File: config.mk
export PLATFORM = sky130hd
export DESIGN_NAME = fifo_wptr_full
export DESIGN_NICKNAME = d
export VERILOG_FILES = /design/src/rtl/fifo_wptr_full.sv
export SDC_FILE = /design/constraint.sdc
export NUM_CORES = 1
export LEC_CHECK = 0
export BUFFER_PORTS_ARGS = -buffer_cell sky130_fd_sc_hd__buf_2
export CORE_ASPECT_RATIO = 1.4
export CORE_UTILIZATION = 27
export DETAILED_ROUTE_END_ITERATION = 6
export PLACE_DENSITY = 0.48
export SLEW_MARGIN = 30
export SYNTH_ARGS = -nofsm -noshare
export SYNTH_HDL_FRONTEND = slang
export SYNTH_SLANG_ARGS = --single-unit
File: constraint.sdc
create_clock -name clk -period 5.5 [get_ports clk]
set_clock_uncertainty 0.2 [all_clocks]
set_input_delay 0.55 -clock clk [delete_from_list [all_inputs] [get_ports clk]]
set_output_delay 0.55 -clock clk [all_outputs]
set_load 0.01 [all_outputs]
File: src/rtl/fifo_wptr_full.sv
// Write-side pointer/full controller of the async FIFO: wen is combinational, all status registered (1 clk).
// A write is dropped while wfull is set and then raises sticky overflow. Optional almost_full port under ALMOST_FULL_EN.
module fifo_wptr_full #(
    parameter int ADDR_SIZE = 4,
    parameter int AF_THRESH = 12
) (
    input  logic                 clk,
    input  logic                 rst_n,
    input  logic                 winc,
    input  logic [ADDR_SIZE:0]   wq2_rptr,
    input  logic                 clr_ovf,
    output logic                 wen,
    output logic [ADDR_SIZE-1:0] waddr,
    output logic [ADDR_SIZE:0]   wptr,
    output logic                 wfull,
    output logic [ADDR_SIZE:0]   wlevel,
`ifdef ALMOST_FULL_EN
    output logic                 almost_full,
`endif
    output logic                 overflow
);

    if (ADDR_SIZE < 2 || AF_THRESH < 1 || AF_THRESH > (1 << ADDR_SIZE)) begin : g_param_chk
        $error("fifo_wptr_full: illegal ADDR_SIZE or AF_THRESH");
    end

    logic [ADDR_SIZE:0] wbin_q, wbin_d;
    logic [ADDR_SIZE:0] wptr_q, wptr_d;
    logic [ADDR_SIZE:0] wlevel_q, wlevel_d;
    logic [ADDR_SIZE:0] rbin_s;
    logic               wfull_q, wfull_d;
    logic               ovf_q, ovf_d;

    assign wen = winc & ~wfull_q;

    always_comb begin
        rbin_s = '0;
        rbin_s[ADDR_SIZE] = wq2_rptr[ADDR_SIZE];
        for (int i = ADDR_SIZE - 1; i >= 0; i--) begin
            rbin_s[i] = rbin_s[i+1] ^ wq2_rptr[i];
        end
    end

    // Full when the write pointer is exactly one lap ahead: top two Gray bits inverted, rest equal.
    always_comb begin
        wbin_d   = wbin_q + {{ADDR_SIZE{1'b0}}, wen};
        wptr_d   = (wbin_d >> 1) ^ wbin_d;
        wfull_d  = (wptr_d == {~wq2_rptr[ADDR_SIZE:ADDR_SIZE-1], wq2_rptr[ADDR_SIZE-2:0]});
        wlevel_d = wbin_d - rbin_s;
        ovf_d    = (winc & wfull_q) | (ovf_q & ~clr_ovf);
    end

    always_ff @(posedge clk or negedge rst_n) begin
        if (!rst_n) begin
            wbin_q   <= '0;
            wptr_q   <= '0;
            wfull_q  <= 1'b0;
            wlevel_q <= '0;
            ovf_q    <= 1'b0;
        end else begin
            wbin_q   <= wbin_d;
            wptr_q   <= wptr_d;
            wfull_q  <= wfull_d;
            wlevel_q <= wlevel_d;
            ovf_q    <= ovf_d;
        end
    end

`ifdef ALMOST_FULL_EN
    localparam logic [ADDR_SIZE:0] AF_LVL = AF_THRESH[ADDR_SIZE:0];
    logic af_q, af_d;

    assign af_d = (wlevel_d >= AF_LVL);

    always_ff @(posedge clk or negedge rst_n) begin
        if (!rst_n) af_q <= 1'b0;
        else        af_q <= af_d;
    end

    assign almost_full = af_q;
`endif

    assign waddr    = wbin_q[ADDR_SIZE-1:0];
    assign wptr     = wptr_q;
    assign wfull    = wfull_q;
    assign wlevel   = wlevel_q;
    assign overflow = ovf_q;

endmodule

* Yosys cells after proc, flatten, opt, wreduce, memory -nomap -nowiden
Cells that the tools add are included.
** Operators by class
- Add/sub/neg operators :: 2
- Multipliers :: 0
- Div/mod/pow operators :: 0
- Magnitude comparators :: 0
- Equality and inequality tests :: 1
- Shift operators :: 0
- Mux-type cells :: 0
- Bitwise gates (word level) :: 12
- Reduce and logical (&&, ||, !) cells :: 0
** Operator list (number)
- 5-bit by 1-bit adder with 5-bit output :: 1
- 5-bit equality test :: 1
- 5-bit subtractor :: 1
- 4-bit by 5-bit XOR with 5-bit output :: 1
- 1-bit XOR :: 4
- 1-bit AND :: 3
- 1-bit NOT :: 2
- 2-bit NOT :: 1
- 1-bit bitwise OR :: 1
** Storage, ports and cells
- Flip-flop bits (word level) :: 17
- Latch bits :: 0
- RAM bits :: 0
- ROM bits :: 0
- Word-level logic and storage cells :: 20
- Memories :: 0

* Depth between registers and ports, before layout
Gate-level depths: netlist (run 1).
- Word-level depth :: 5
- Mapped depth :: 10
- Mapped depth without buffers :: 10

* Least setup slack after synthesis (run 1)
Ideal clock, no wire load.
- Kind :: input to register
- Start point :: in wq2_rptr[4]
- End point :: reg wlevel_q[4], in the netlist wlevel[4]
- Arrival :: 2476 ps
- Slack :: 2744 ps
- Stages on the path :: 10
- Cell sequence :: xnor2_1 xnor2_2 xor2_1 xnor2_1 ha_1 inv_1 fa_1 a21o_1 a21oi_1 xnor2_1
** Between the ends
- Longest elaborated chain between the ends :: 5
** Ends and longest elaborated chain
- start, declared :: line 10 : input logic [ADDR_SIZE:0] wq2_rptr,
- 1-bit XOR (4 in series) :: line 40 : rbin_s[i] = rbin_s[i+1] ^ wq2_rptr[i];
- 5-bit subtractor (*) :: line 49 : wlevel_d = wbin_d - rbin_s;
- net wlevel_d[4] :: line 29 : logic [ADDR_SIZE:0] wlevel_q, wlevel_d;
- end signal, assigned :: line 64 : wlevel_q <= wlevel_d;
- end, declared :: line 29
Mark *: on every way through the listed nets, which the timed path passes. The rest lies on a longest branch.

* Final worst setup path (run 1)
Ends and elaborated chain as after synthesis.

==> out/results.ini, run 1 <==
[critical_path]
regToRegSetupSlack_ns = 2.93
cp.required_ns = 5.47
path_max_fanout = 3
rr_startpoint = wfull
critPathLaunch = wq2_rptr[4]
cp-start-kind = input pin
cp-end-kind = flip-flop
critPathArrivalTime_ns = 2.74
r2r.worst_path.cells = 9
worst-setup-path-type = in -> reg
r2r_end = wlevel[4]

[cells_and_area]
design_area_mm2 = 0.00117
mostFrequentLayoutCells = buf_2, dfrtp_1, xnor2_1, inv_1, xor2_1
final_common_cell = buf_2
drive_gt1_frac = 0.330
syn_to_final_growth_pct = 20.1
nets = 126
n_antenna_cell = 0
fillers = 366

[clocking]
postCtsSetupRepairBufs = 0
cts_htree_levels = 1
root_buffer = clkbuf_8
cts_tree = yes
hold_buffers = 0
cts_resized = 0
clk_pin_slew_ns = 0.06
cts_sinks = 16
cts-buffers-inserted = 3
cts_buffer_depth = 2
clkLatencyLatePin_ns = 0.24

[pwr]
p_clk_frac = 0.130
ir_drop_mv = 0.224
leakagePower_uw = 0.000586
power.share.combinational = 0.575
p_int_uw = 465
power.share.sequential = 0.295
swShare = 0.404
power_density_mw_per_mm2 = 668
p_switching_uw = 315

[hold_path]
hold_class = in -> async

[yosys]
synth_mux_area_frac = 0.0206
synth_cell_types = 30
synth-xor-area-share = 0.211
ys_top_cells_by_area = dfrtp_1, xnor2_1, ha_1, xnor2_2, xor2_1
synth_compound_area_frac = 0.134
syn-cell-area_um2 = 972
syn-num-nets = 100
synth_top_area_share = 0.412
synth_top_family_by_area = XOR/XNOR gates
synth_warnings = 0
seq_area_frac_synth = 0.412
syn_area_per_cell_um2 = 11.6
syn_inst = 84
synth-simple-area-share = 0.0579
yosysTopAreaCell = dfrtp_1
ys_ff_latch = 16
synthAdderAreaFrac = 0.0978

[status]
status = finished clean

[detailed_routing]
drt_iter0_drc = 7
wl_per_cell_um = 11.9
routed-via-count = 662
post-route-drc-count = 0
ant_nets = 0
first_pass_iters = 3
routed_wirelength_mm = 1.77
via_per_inst = 4.44

[timing]
hold_viol = 0
period_share = 0.504
slew_violations = 0
period_minus_slack_ns = 2.77
setup_viol = 0
setup_tns_ns = 0
slew_headroom = 0.731
worst_pin_slew_ns = 0.404
max_freq_mhz = 361
rsz0062_at_grt = false

[die]
die_w_um = 52.7
die_height_um = 73
die-area_mm2 = 0.00385
rows = 25
core_area_mm2 = 0.00341
start_util = 0.285
ios = 26

[grt]
grt_max_degree = 17
gr-total-overflow = 0
track_usage = 0.108
grt_pass1_vias = 701
antenna_found_initial = 0
grt_pass1_wl_mm = 3.03

[job]
maxCapViolations = 0

[placement]
placed_cell_area_mm2 = 0.00111
port_buffers = 25
dpl.hpwl_mm = 1.41
gp_congestion = 0.729

==> kinds of logic (layout without fill, tap and decap cells) <==
| logic type | Yosys count | count (layout) |
|---|---|---|
| XOR/XNOR | 20 | 20 |
| AO/OA/AOI/OAI | 17 | 17 |
| flip-flops | 16 | 16 |
| buffers and inverters | 12 | 37 |
| AND/OR/NAND/NOR | 10 | 10 |
| adder cells (fa/ha/maj) | 7 | 7 |
| multiplexers | 2 | 2 |
==> worst max-delay path: stages <==
cell,delay (ns)
buf_2,0.11
xnor2_1,0.29
xnor2_2,0.17
xor2_1,0.33
xnor2_1,0.17
ha_1,0.16
inv_1,0.06
fa_1,0.40
a21o_1,0.19
a21oi_1,0.17
xnor2_1,0.14
==> flip-flops by register name (all words and copies together) (netlist names) <==
name,cells
wfull,1
wptr,4
wlevel,5
wbin_q,5
overflow,1
==> layout make-up <==
| type | instances | area [um^2] | area share |
|---|---|---|---|
| inverter | 8 | 30.0 | 0.0257 |
| multi-input combinational | 56 | 507 | 0.434 |
| sequential | 16 | 400 | 0.343 |
| timing repair buffer | 25 | 125 | 0.107 |
| tap | 40 | 50.0 | 0.0429 |
| clock buffer | 4 | 55.1 | 0.0472 |
==> metal layers <==
| metal | wire (um) | track usage | up-vias |
|---|---|---|---|
| met5 | 0 | 0 | - |
| met4 | 19 | 0.0439 | 0 |
| met3 | 45 | 0.0188 | 2 |
| met2 | 998 | 0.205 | 10 |
| met1 | 706 | 0.110 | 320 |
| li1 | - | - | 330 |
==> metrics by stage <==
stage / hold slack, ns / power [uW] / util / setup slack [ns] / cells
2_1_floorplan: 0.0544 / 585 / - / 2.74 / 84
3_3_place_gp: 0.282 / 683 / 0.326 / 2.52 / 145
3_5_place_dp: 0.295 / 688 / 0.326 / 2.46 / 145
4_1_cts: 0.0290 / 798 / 0.342 / 2.72 / 149
5_1_grt: 0.0430 / 860 / 0.342 / 2.50 / 149
6_report: 0.0114 / 780 / 0.342 / 2.73 / 149
==> power groups by stage <==
stage / sequential (uW) / clock [uW] / combinational [uW]
5_1_grt: 239 / 113 / 508
3_3_place_gp: 232 / 0 / 452
3_5_place_dp: 234 / 0 / 454
6_report: 230 / 101 / 448
4_1_cts: 232 / 108 / 458
2_1_floorplan: 243 / 0 / 342
==> cell usage after synthesis <==
cell and n:
dfrtp_1 16, xnor2_1 9, inv_1 8, xor2_1 7
ha_1 6, xnor2_2 4, a21oi_1 3, nand2_1 3
a211o_1 2, a21o_1 2, buf_6 2, mux2i_1 2
nor2b_1 2, o21ai_0 2, a21bo_2 1, a21boi_0 1
a221oi_1 1, a2bb2oi_2 1, a311oi_1 1, a31oi_1 1
and2_1 1, and3_1 1, buf_2 1, buf_4 1
fa_1 1, nand2b_1 1, nand3_2 1, nor2_1 1
o211a_1 1, o22ai_1 1
==> how the worst max path moves through the flow <==
stage,to,slack [ns],depth (start not counted)
6_report,wlevel[4],2.73,11
5_1_grt,wlevel[4],2.50,11
4_1_cts,wlevel[4],2.72,11
3_5_place_dp,wlevel[4],2.46,11
3_3_place_gp,wlevel[4],2.52,11
2_1_floorplan,wlevel[4],2.74,10
(Power assumes the default switching activity.)
==> run 2, diff against run 1 <==
--- a/config.mk
+++ b/config.mk
@@ -5,11 +5,12 @@
 export SDC_FILE = /design/constraint.sdc
 export NUM_CORES = 1
 export LEC_CHECK = 0
+export ABC_AREA = 1
 export BUFFER_PORTS_ARGS = -buffer_cell sky130_fd_sc_hd__buf_2
 export CORE_ASPECT_RATIO = 1.4
 export CORE_UTILIZATION = 27
 export DETAILED_ROUTE_END_ITERATION = 6
-export PLACE_DENSITY = 0.48
+export PLACE_DENSITY = 0.5
 export SLEW_MARGIN = 30
 export SYNTH_ARGS = -nofsm -noshare
 export SYNTH_HDL_FRONTEND = slang
==> constraint.sdc (replaced) <==
create_clock -name clk -period 2.3 [get_ports clk]
set_clock_uncertainty 0.2 [all_clocks]
set_input_delay 0.23 -clock clk [delete_from_list [all_inputs] [get_ports clk]]
set_output_delay 0.23 -clock clk [all_outputs]
set_load 0.01 [all_outputs]
==> run 2 against run 1 <==
  * Worst setup slack worse by 2.6 ns
  * Synthesized area is 6.3% lower
  * Power is 130% higher
  * Final cell count is 23% higher
  * Combinational power is 130% higher
  * Flip-flop and latch count stayed put
  * Worst hold slack better by 0.0057 ns
  * First-iteration DRC count stayed put
  * Global-route usage is 2.9 points higher
  * Sequential power is 120% higher
  * Largest cell class unchanged
==> out/results.ini, run 2 <==
[critical_path]
path_max_fanout = 4  ; was 3
critPathArrivalTime_ns = 2.11  ; was 2.74 ns
cp-start-kind = flip-flop  ; was input pin
r2r.worst_path.cells = 10  ; was 9
worstPathCellList = nor2_2, ha_4, ha_4, nand2_1, nand2_2, inv_2, ha_1, a21oi_1, nand2_1, xor2_1  ; was buf_2, xnor2_1, xnor2_2, xor2_1, xnor2_1, ha_1, inv_1, fa_1, a21o_1, a21oi_1, xnor2_1
rr_startpoint = wfull  ; unchanged
worst-setup-path-type = reg -> reg  ; was in -> reg
cp_slowest_cell = dfrtp_1  ; was fa_1
crit_family = adder cells  ; was XOR/XNOR gates
cp-end-kind = flip-flop  ; unchanged
r2r_end = wlevel[3]  ; was wlevel[4]
regToRegSetupSlack_ns = 0.14  ; was 2.93 ns
max_stage_delay_ns = 0.40  ; about the same
path_buf_inv = 1  ; was 2
cp.required_ns = 2.24  ; was 5.47 ns

[timing]
period_minus_slack_ns = 2.16
rsz0062_at_grt = false  ; unchanged
slew_headroom = 0.737  ; was 0.731
period_share = 0.939
hold_viol = 0  ; unchanged
setup_tns_ns = 0  ; unchanged
setup_viol = 0  ; unchanged
setup_ws_ns = 0.139  ; was 2.73 ns
max_freq_mhz = 463
slew_violations = 0  ; unchanged
worst_pin_slew_ns = 0.395  ; was 0.404 ns

[pwr]
ir_drop_mv = 0.838  ; was 0.224 mV
power_density_mw_per_mm2 = 1500  ; was 668 mW/mm^2
leakagePower_uw = 0.000676  ; was 0.000586 uW
finalPower_uw = 1830  ; was 780 uW

[yosys]
seq_area_frac_synth = 0.440  ; was 0.412
synth_top_area_share = 0.440  ; was 0.412
synthArstFlopShare = 1.00  ; unchanged
yosysTopAreaCell = dfrtp_1  ; unchanged
synth-edff-count = 0  ; unchanged
syn-num-nets = 126  ; was 100
ys_top_cells_by_area = dfrtp_1, nand2_1, ha_1, nand3_1, inv_1  ; was dfrtp_1, xnor2_1, ha_1, xnor2_2, xor2_1
synth_cell_types = 18  ; was 30
ys_ff_latch = 16  ; unchanged
synthFlopType = dfrtp_1  ; unchanged
synth.most_common_cell = nand2_1  ; was dfrtp_1
syn_area_per_cell_um2 = 8.28  ; was 11.6 um^2
ys_top_cells_by_count = nand2_1, dfrtp_1, inv_1, nand3_1, nand2_2  ; was dfrtp_1, xnor2_1, inv_1, xor2_1, ha_1
syn-cell-area_um2 = 911  ; was 972 um^2
synth_warnings = 0  ; unchanged
syn_inst = 110  ; was 84

[cells_and_area]
drive_gt1_frac = 0.317  ; was 0.330
layoutNonFillerInstCount = 184  ; was 149
mostFrequentLayoutCells = nand2_1, buf_2, dfrtp_1, inv_1, nand3_1  ; was buf_2, dfrtp_1, xnor2_1, inv_1, xor2_1
n_antenna_cell = 0  ; unchanged
final_common_cell = nand2_1  ; was buf_2
design_area_mm2 = 0.00122  ; was 0.00117 mm^2
syn_to_final_growth_pct = 33.7  ; was 20.1%
nets = 162  ; was 126
fillers = 340  ; was 366

[detailed_routing]
wl_per_cell_um = 11.6  ; was 11.9 um
post-route-drc-count = 0  ; unchanged
routed_wirelength_mm = 2.14  ; was 1.77 mm
drt_iter0_drc = 7  ; unchanged
ant_nets = 0  ; unchanged
routed-via-count = 837  ; was 662
first_pass_iters = 4  ; was 3
via_per_inst = 4.55  ; was 4.44

[clocking]
root_buffer = clkbuf_8  ; unchanged
clkLatencyLatePin_ns = 0.26  ; was 0.24 ns
postCtsSetupRepairBufs = 0  ; unchanged
cts_tree = yes  ; unchanged
cts_sinks = 16  ; unchanged
cts-buffers-inserted = 3  ; unchanged
cts_htree_levels = 1  ; unchanged
clk_pin_slew_ns = 0.07  ; was 0.06 ns
cts_buffer_depth = 2  ; unchanged

[job]
maxCapViolations = 0  ; unchanged

[die]
ios = 26  ; unchanged
start_util = 0.289  ; was 0.285
core_area_mm2 = 0.00315  ; was 0.00341 mm^2
rows = 24  ; was 25
die_height_um = 70.7  ; was 73 um
die_w_um = 51.1  ; was 52.7 um
die-area_mm2 = 0.00361  ; was 0.00385 mm^2

[grt]
track_usage = 0.136  ; was 0.108
grt_pass1_wl_mm = 3.61  ; was 3.03 mm
gr-total-overflow = 0  ; unchanged
grt_pass1_vias = 876  ; was 701
grt_max_degree = 17  ; unchanged
antenna_found_initial = 0  ; unchanged

[hold_path]
hp-start = winc
holdPathStages = 3
hold_class = in -> reg  ; was in -> async
worst_hold_path.endpoint = overflow

[placement]
post-place-ws_ns = -0.00586  ; was 2.46 ns
placed_cell_area_mm2 = 0.00112  ; was 0.00111 mm^2
port_buffers = 25  ; unchanged
gp_congestion = 0.788  ; was 0.729
dpl.hpwl_mm = 1.71  ; was 1.41 mm
dp.cells = 178  ; was 145

[status]
status = finished clean  ; unchanged

-- run 2: cell count changes in the layout (fill, tap and decap cells not counted), sizes merged, moves of 3 or more --
| cell | delta |
|---|---|
| buf | +4 |
| inv | +8 |
| nand2 | +36 |
| nand3 | +16 |
| nand4 | +3 |
| xnor2 | -12 |
| xor2 | -4 |
-- run 2: logic make-up (layout without fill, tap and decap cells) --
group	count (synthesis)	count (layout)	synth area share
simple gates	63	63	0.326
xor+xnor	4	4	0.0385
compound gates	4	4	0.0261
buf+inv	16	51	0.0659
fa+ha+maj	7	7	0.104
flops	16	16	0.440
-- run 2: how the worst max path moves through the flow --
stage          startpoint   endpoint  depth (start not counted)
6_report            wfull  wlevel[3]                         10
5_1_grt             wfull  wlevel[3]                         10
4_1_cts             wfull  wlevel[3]                         10
3_5_place_dp        wfull  wlevel[3]                         10
3_3_place_gp        wfull  wlevel[3]                         10
2_1_floorplan       wfull  wlevel[3]                         10
-- run 2: what timing repair did --
action / 4_1_cts / 5_1_grt
endpoints found under the setup margin: 2 / 3
pin swaps: 0 / 0
hold buffers: 2 / 0
resized for setup: 1 / 3
hold endpoints to repair: 17 / 0
-- run 2: metrics by stage --
stage | utilization | hold slack (ns)
after global routing | 0.386 | 0.0372
after CTS | 0.379 | 0.00869
after floorplan | - | -0.266
after detailed placement | 0.354 | -0.0234
final | 0.386 | 0.0171
after global placement | 0.354 | -0.0321
-- run 2: power by group --
group          leakage, uW  switching (uW)  internal [uW]
Sequential        0.000193            89.5            425
Clock            0.0000288             109            152
Combinational     0.000454             599            451
Total             0.000676             797           1030
-- run 2: worst reg2reg max path: cells and delay by family (launching register included) --
| kind | cells | cell delay, ns |
|---|---|---|
| XOR/XNOR | 1 | 0.14 |
| AO/OA/AOI/OAI | 1 | 0.14 |
| flip-flops | 1 | 0.40 |
| AND/OR/NAND/NOR | 4 | 0.45 |
| buffers and inverters | 1 | 0.06 |
| adder cells (fa/ha/maj) | 3 | 0.66 |
-- run 2: final cells by class --
class	instances	area (um^2)	area share
multi-input combinational	78	478	0.393
inverter	16	60.1	0.0493
tap	39	48.8	0.0401
clock buffer	4	55.1	0.0452
timing repair buffer	31	175	0.144
sequential	16	400	0.329
-- run 2: layer usage --
layer | global-route usage | up-vias | part of all wire
met3 | 0.0237 | 10 | 0.028
met4 | 0.127 | 0 | 0.052
met1 | 0.142 | 384 | 0.40
met2 | 0.224 | 20 | 0.52
met5 | 0 | - | 0
li1 | - | 423 | -
==> run 3, diff against run 2 <==
--- a/config.mk
+++ b/config.mk
@@ -9,6 +9,7 @@
 export BUFFER_PORTS_ARGS = -buffer_cell sky130_fd_sc_hd__buf_2
 export CORE_ASPECT_RATIO = 1.4
 export CORE_UTILIZATION = 27
+export CTS_CLUSTER_SIZE = 14
 export DETAILED_ROUTE_END_ITERATION = 6
 export PLACE_DENSITY = 0.5
 export SLEW_MARGIN = 30
==> constraint.sdc (replaced) <==
create_clock -name clk -period 2.3 [get_ports clk]
set_clock_uncertainty 0.2 [all_clocks]
set_input_delay 0 -clock clk [delete_from_list [all_inputs] [get_ports clk]]
set_output_delay 0 -clock clk [all_outputs]
set_load 0.01 [all_outputs]
==> run 3 against run 2 <==
  * Maximum frequency increased by 0.66%
  * Critical path type is now in -> reg
  * Wire length decreased by 2.3%
  * Sequential share of layout area decreased by 1.1 points
  * Sequential power about the same
  * Power decreased by 2.5%
  * Critical endpoint unchanged
  * Core utilization increased by 1.3 points
  * Non-clock buffer count increased by 5
  * Die area unchanged
  * Largest power group unchanged
  * Clock power decreased by 20%
  * The flow now finishes with violations (hold timing)
  * Combinational power about the same
==> out/results.ini, run 3 (synthesis results as in run 2) <==
[critical_path]
path_max_fanout = 4  ; unchanged
critPathArrivalTime_ns = 2.08  ; was 2.11 ns
worst-setup-path-type = in -> reg  ; was reg -> reg
cp-end-kind = flip-flop  ; unchanged
cp.required_ns = 2.23  ; was 2.24 ns
cp-start-kind = input pin  ; was flip-flop

[placement]
port_buffers = 25  ; unchanged
dpl.hpwl_mm = 1.59  ; was 1.71 mm
gp_congestion = 0.821  ; was 0.788
placed_cell_area_mm2 = 0.00110  ; was 0.00112 mm^2

[die]
die-area_mm2 = 0.00361  ; unchanged
rows = 24  ; unchanged
die_height_um = 70.7  ; unchanged
die_w_um = 51.1  ; unchanged
ios = 26  ; unchanged
core_area_mm2 = 0.00315  ; unchanged
start_util = 0.289  ; unchanged

[grt]
grt_pass1_wl_mm = 3.36  ; was 3.61 mm
grt_max_degree = 17  ; unchanged
grt_pass1_vias = 794  ; was 876
antenna_found_initial = 0  ; unchanged
gr-total-overflow = 0  ; unchanged
track_usage = 0.122  ; was 0.136

[detailed_routing]
wl_per_cell_um = 11.1  ; was 11.6 um
post-route-drc-count = 0  ; unchanged
routed_wirelength_mm = 2.09  ; was 2.14 mm
ant_nets = 0  ; unchanged
first_pass_iters = 4  ; unchanged
routed-via-count = 825  ; was 837
via_per_inst = 4.39  ; was 4.55
drt_iter0_drc = 10  ; was 7

[status]
status = finished, violations left  ; was finished clean
violations = hold timing

[timing]
slew_violations = 0  ; unchanged
hold_viol = 1  ; was 0
setup_viol = 0  ; unchanged
setup_tns_ns = 0  ; unchanged
worst_pin_slew_ns = 0.392  ; was 0.395 ns
timing.hold.ws_ns = -0.0305  ; was 0.0171 ns
max_freq_mhz = 466  ; was 463 MHz
period_share = 0.933  ; was 0.939
slew_headroom = 0.739  ; was 0.737
period_minus_slack_ns = 2.15  ; was 2.16 ns

[cells_and_area]
mostFrequentLayoutCells = nand2_1, buf_2, dfrtp_1, inv_1, nand3_1  ; unchanged
n_antenna_cell = 0  ; unchanged
design_area_mm2 = 0.00126  ; was 0.00122 mm^2
nets = 167  ; was 162
syn_to_final_growth_pct = 38.2  ; was 33.7%
final_common_cell = nand2_1  ; unchanged
drive_gt1_frac = 0.289  ; was 0.317
fillers = 330  ; was 340

[pwr]
power_density_mw_per_mm2 = 1410  ; was 1500 mW/mm^2
leakagePower_uw = 0.000691  ; was 0.000676 uW
finalPower_uw = 1780  ; was 1830 uW
ir_drop_mv = 0.669  ; was 0.838 mV

[clocking]
cts_buffer_depth = 2  ; unchanged
cts_htree_levels = 1  ; unchanged
clk_pin_slew_ns = 0.07  ; about the same
cts_sinks = 16  ; unchanged
root_buffer = clkbuf_8  ; unchanged
cts-buffers-inserted = 3  ; unchanged
clkLatencyLatePin_ns = 0.24  ; was 0.26 ns
cts_tree = yes  ; unchanged

[job]
maxCapViolations = 0  ; unchanged

[hold_path]
hold_class = in -> reg  ; unchanged

## run 3: changes by cell type in the layout (fill, tap and decap cells not counted)
cell / before / now
buf_4: 4 / 2
clkbuf_8: 4 / 3
dlygate4sd3_1: 2 / 9
## run 3: per-layer routing
layer,share of wire,GRT usage,up-vias
met2,0.55,0.219,12
met3,0.032,0.0237,2
met4,0.011,0.0494,0
met1,0.40,0.137,379
met5,0,0,-
li1,-,-,432
## run 3: repair_timing
item	CTS	global route
buffers inserted	0	0
hold buffers	6	3
resized for setup	0	4
endpoints found under the hold margin	21	1
setup endpoints to repair	0	3
## run 3: critical path, stage by stage
cell and delay (ns):
dlygate4sd3_1 0.52, buf_2 0.11, inv_1 0.04, nor2_2 0.13, ha_4 0.18, ha_4 0.15, nand2_1 0.09, nand2_2 0.11
inv_2 0.05, ha_1 0.32, a21oi_1 0.14, nand2_1 0.07, xor2_1 0.15
## run 3: area by class of cell
class                   count  area [um^2]  area share
repair buffers             36          230       0.183
clock buffers               3         41.3      0.0328
inverters                  16         60.1      0.0477
flip-flops and latches     16          400       0.318
well taps                  39         48.8      0.0388
multi-input cells          78          478       0.380
## run 3: per-stage QoR
stage | std cells | setup slack [ns] | utilization
after floorplan | 110 | 0.0341 | -
after global placement | 176 | 0.0548 | 0.350
after detailed placement | 176 | 0.0455 | 0.350
after CTS | 185 | 0.0186 | 0.382
after global routing | 188 | -0.00411 | 0.399
final | 188 | 0.153 | 0.399
## run 3: path summary, 6_finish.rpt
kind / startpoint / end / slack, ns / cells after the start
max in group asynchronous: rst_n / wbin_q[0] / 1.61 / 2
min reg2reg: wbin_q[4] / wbin_q[4] / 0.39 / 2
max: winc / wlevel[3] / 0.15 / 13
min: wq2_rptr[1] / wfull / -0.03 / 6
min in group asynchronous: rst_n / wbin_q[4] / 0.01 / 2
max reg2reg: wfull / wlevel[3] / 0.16 / 10
## run 3: where the power goes
part	total, uW	switching, uW	internal (uW)	leakage [uW]
Clock	210	93.7	116	0.0000216
Combinational	1050	598	457	0.000476
Sequential	516	90.2	425	0.000193
Total	1780	782	998	0.000691
